--- src/rtl/mant_sqrt_datapath.sv ---
// Radix-2 restoring square-root datapath: retires one root bit per enabled cycle
// and reports the integer root plus a sticky (nonzero remainder) bit.
module mant_sqrt_datapath #(
    parameter int unsigned ROOT_W = 55
) (
    input  logic                  in_Clk,
    input  logic                  in_Rst,
    input  logic                  in_load,
    input  logic                  in_shift_en,
    input  logic [2*ROOT_W-1:0]   in_radicand,
    output logic [ROOT_W-1:0]     out_root,
    output logic                  out_sticky,
    output logic                  out_busy,
    output logic                  out_done
);

    localparam int unsigned CNT_W = $clog2(ROOT_W + 1);

    logic [2*ROOT_W-1:0] r_rad;
    logic [ROOT_W+1:0]   r_rem;
    logic [ROOT_W-1:0]   r_root;
    logic [CNT_W-1:0]    r_cnt;
    logic                r_done;

    logic [ROOT_W+1:0]   w_trial;
    logic [ROOT_W+1:0]   w_test;
    logic [ROOT_W+1:0]   w_diff;
    logic                w_ge;
    logic                w_active;

    // Bring down the next radicand pair and compare against 4*root+1.
    assign w_trial  = {r_rem[ROOT_W-1:0], r_rad[2*ROOT_W-1 -: 2]};
    assign w_test   = {r_root, 2'b01};
    assign w_diff   = w_trial - w_test;
    assign w_ge     = (w_trial >= w_test);
    assign w_active = in_shift_en && (r_cnt < CNT_W'(ROOT_W));

    always_ff @(posedge in_Clk) begin
        if (in_Rst) begin
            r_rad  <= '0;
            r_rem  <= '0;
            r_root <= '0;
            r_cnt  <= '0;
            r_done <= 1'b0;
        end else if (in_load) begin
            r_rad  <= in_radicand;
            r_rem  <= '0;
            r_root <= '0;
            r_cnt  <= '0;
            r_done <= 1'b0;
        end else if (w_active) begin
            r_rem  <= w_ge ? w_diff : w_trial;
            r_root <= {r_root[ROOT_W-2:0], w_ge};
            r_rad  <= {r_rad[2*ROOT_W-3:0], 2'b00};
            r_cnt  <= r_cnt + 1'b1;
            if (r_cnt == CNT_W'(ROOT_W - 1)) begin
                r_done <= 1'b1;
            end
        end
    end

    assign out_root   = r_root;
    assign out_sticky = r_done & (r_rem != '0);
    assign out_done   = r_done;
    assign out_busy   = (r_cnt != '0) & ~r_done;

endmodule
--- config.mk ---
export PLATFORM = sky130hd
export DESIGN_NAME = mant_sqrt_datapath
export DESIGN_NICKNAME = d
export VERILOG_FILES = /design/src/rtl/mant_sqrt_datapath.sv
export SDC_FILE = /design/constraint.sdc
export NUM_CORES = 1
export LEC_CHECK = 0
export CORE_ASPECT_RATIO = 1.5
export CORE_MARGIN = 4
export CORE_UTILIZATION = 60
export CTS_BUF_LIST = sky130_fd_sc_hd__clkbuf_4 sky130_fd_sc_hd__clkbuf_8 sky130_fd_sc_hd__clkbuf_16
export DETAILED_ROUTE_END_ITERATION = 7
export GPL_TIMING_DRIVEN = 1
export HOLD_SLACK_MARGIN = 0.15
export PLACE_DENSITY = 0.95
export RECOVER_POWER = 50
export SLEW_MARGIN = 20
export SYNTH_ARGS = -nofsm -noshare
export SYNTH_HDL_FRONTEND = slang
export SYNTH_SLANG_ARGS = --single-unit
--- constraint.sdc ---
create_clock -name in_Clk -period 6.9 [get_ports in_Clk]
set_input_delay 0.69 -clock in_Clk [delete_from_list [all_inputs] [get_ports in_Clk]]
set_output_delay 0.69 -clock in_Clk [all_outputs]
set_load 0.01 [all_outputs]
==> flow_summary_export.csv <==
group,metric,value,unit
run_status,status,"complete, but fails checks",
run_status,violations,"capacitance limit, slew limit",
clock_network,cts_tree,"built",
worst_hold_path,holdPathStages,2,
logic_synthesis,yosysSeqAreaShare,34.7,%
sta,maxSlewHeadroom,-111,%
logic_synthesis,synthTopCellsByArea,"dfxtp_1, a21oi_1, nand2_1",
sta,rsz0062_at_grt,"false",
logic_synthesis,ys_warn_count,0,
floorplan,die_w,129,um
critical_path,cpMaxStageDelayCell,"clkbuf_2",
sta,setup_ws,2.44,ns
logic_synthesis,dominantRegCellSynth,"dfxtp_1",
logic_synthesis,synth_top_area_cell,"dfxtp_1",
detailed_routing,via_count,13300,
logic_synthesis,async_flop_share,0,%
clock_network,clockRootBuffer,"clkbuf_16",
global_routing,antenna_found_initial,0,
sta,fin_crit,4.46,ns
power,peakVddDrop,702,uV
clock_network,cts_max_path_buffers,3,
final_layout,layout_common_cells,"nand2_1, a21oi_1, dfxtp_1",
critical_path,critical_path.max_fanout,157,
clock_network,cts_resized,0,
power,switching_share,46.7,%
global_routing,globalRouteOverflowTotal,0,
global_routing,grt_pass1_wl,59.2,mm
sta,finalSetupTns,0,ns
sta,hold_viol_final,0,
critical_path,endpoint_kind,"flop",
sta,fmax,224,MHz
critical_path,cp.arrival,4.85,ns
clock_network,clkLatencyLatePin,0.52,ns
critical_path,r2r_end,"r_rem[52]",
placement,dp_hpwl,25.2,mm
clock_network,hold_buffers,0,
power,pwr-share-comb,61.6,%
power,netSwitchingPower,3540,uW
critical_path,r2r-start,"r_cnt[1]",
detailed_routing,drcViolationCount,0,
global_routing,grtUsageTotal,28.6,%
placement,port_buffers,171,
global_routing,grt_pass1_vias,12600,
detailed_routing,firstDrtPassIters,6,
detailed_routing,wl_per_cell,16.1,um
logic_synthesis,syn-num-nets,2056,
logic_synthesis,synth_cell_types,70,
final_layout,layout-drive-gt1-share,3.50,%
logic_synthesis,netlist_instances,1882,
logic_synthesis,syn_area,0.0132,mm^2
final_layout,areaGrowthSynthToFinish,17.6,%
clock_network,cts_max_level,1,
clock_network,cts_sinks,229,
power,cell_internal_pwr,4050,uW
power,clkPwrFrac,17.1,%
floorplan,die_area,0.0245,mm^2
floorplan,pin_count,172,
critical_path,cp-start-kind,"flop",
floorplan,dieHeight,190,um
power,leakage,0.00621,uW
sta,finalSetupViolations,0,
final_layout,final_common_cell,"nand2_1",
floorplan,num_rows,66,
critical_path,crit_chain,"ha_1 -> a21oi_1 -> o21ai_4 -> clkbuf_2 -> or3_1 -> nor3_2 -> a221o_1",
clock_network,cts_buffers,23,
worst_hold_path,min_path_type,"flop to flop",
job,drv_cap,2,
worst_hold_path,worstHoldStart,"out_root[1]",
critical_path,crit_type,"flop to flop",
sta,finClkSkew,0.0180,ns
critical_path,rr_worst_depth,7,
clock_network,clkTransAtPathRegs,0.06,ns
placement,gp_congestion,1.01,
detailed_routing,drt_iter0_markers,984,
power,power_frac_seq,21.3,%
floorplan,initial_core_util,60.9,%
critical_path,required,7.29,ns
sta,period_share,64.6,%
logic_synthesis,synth.ff_latch_count,229,
logic_synthesis,synth_top_area_share,34.7,%
critical_path,slowest_delay,2.17,ns
sta,max_slew.worst_pin.slew,3.16,ns
detailed_routing,vias_per_cell,5.94,
final_layout,final_nets,2129,
power,power_density,488,mW/mm^2
clock_network,post_cts_buffers,0,
critical_path,r2r_slack,2.44,ns
logic_synthesis,synth_edf_count,0,
final_layout,antenna_cells,0,
worst_hold_path,whs_endpoint,"out_root[2]",
logic_synthesis,synth.avg_cell_area,7.03,um^2
global_routing,grt_max_degree,158,
detailed_routing,drtAntennaViolNets,0,
detailed_routing,routed_wl,36.1,mm
floorplan,core_area,0.0217,mm^2
sta,drv_slew,227,
placement,dp_slack,3.12,ns
layout make-up:
cell class	instances	area, um^2
Tap cell	272	340
Timing Repair Buffer	180	1790
Clock inverter	8	118
Sequential cell	229	4580
Clock buffer	32	662
Inverter	74	278
Fill cell	1756	6170
Multi-Input combinational cell	1447	7770
cell families after synthesis:
| kind of cell | after synthesis | share of synthesized area, % |
|---|---|---|
| fa+ha+maj | 60 | 5.68 |
| flops | 229 | 34.7 |
| mux | 8 | 0.606 |
| buf+inv | 206 | 6.71 |
| compound gates | 586 | 25.5 |
| simple gates | 738 | 23.2 |
| xor+xnor | 55 | 3.64 |
per-stage QoR:
stage                     util [%]  hold slack [ns]  cells  area [um^2]  total power (uW)
after global placement        68.0            0.463   2201        14800              6120
after CTS                     71.5            0.482   2241        15500              7510
after global routing          71.6            0.498   2242        15500              8110
after floorplan                  -            0.448   1882        13200              5590
after detailed placement      68.0            0.477   2201        14800              6190
final                         71.6            0.476   2242        15500              7590
flip-flops by register name (all words and copies together), names as in the netlist:
name      flops
r_rem        57
r_cnt         6
r_rad       110
out_root     55
out_done      1
how the worst max path moves through the flow:
| stage | start | to | slack (ns) | cells past startpoint |
|---|---|---|---|---|
| after floorplan | out_root[25] | r_rem[52] | 4.00 | 13 |
| after global placement | out_root[8] | r_rem[52] | 3.19 | 12 |
| after detailed placement | out_root[8] | r_rem[52] | 3.12 | 12 |
| after CTS | out_root[8] | r_rem[52] | 3.08 | 12 |
| after global routing | r_cnt[1] | r_rem[52] | 2.14 | 7 |
| final | r_cnt[1] | r_rem[52] | 2.44 | 7 |
power by group through the flow:
| stage | Sequential [uW] | Clock, uW | Combinational, uW |
|---|---|---|---|
| global route | 1630 | 1370 | 5110 |
| finish | 1620 | 1300 | 4680 |
| global placement | 1630 | 0 | 4490 |
| CTS | 1610 | 1320 | 4580 |
| floorplan | 1580 | 0 | 4000 |
| detailed placement | 1640 | 0 | 4550 |
metal layers:
metal | GRT usage [%] | share of wire (%)
met1 | 31.9 | 37
met2 | 51.7 | 51
met3 | 6.40 | 7.3
met4 | 11.9 | 4.5
met5 | 0 | 0
cells in the mapped netlist (all sizes together) (8+ instances only):
master  number
a22oi        8
xnor2       32
a21oi      385
buf         35
ha          60
nand4       22
and3        14
a21o        34
clkbuf      97
a31oi        9
nor3        32
xor2        23
a211oi      27
nor2       221
nand3       18
inv         74
o21bai      12
nand2      385
mux2i        8
o21ai       62
nor4        17
dfxtp      229
worst max-delay path, delay by kind of cell (launching register included):
| kind | cells | cell delay (ns) |
|---|---|---|
| simple gates | 2 | 0.52 |
| buf+inv | 1 | 2.17 |
| fa+ha+maj | 1 | 0.22 |
| flops | 1 | 0.40 |
| compound gates | 3 | 0.84 |
No activity file was read; power rests on OpenSTA's default activity.
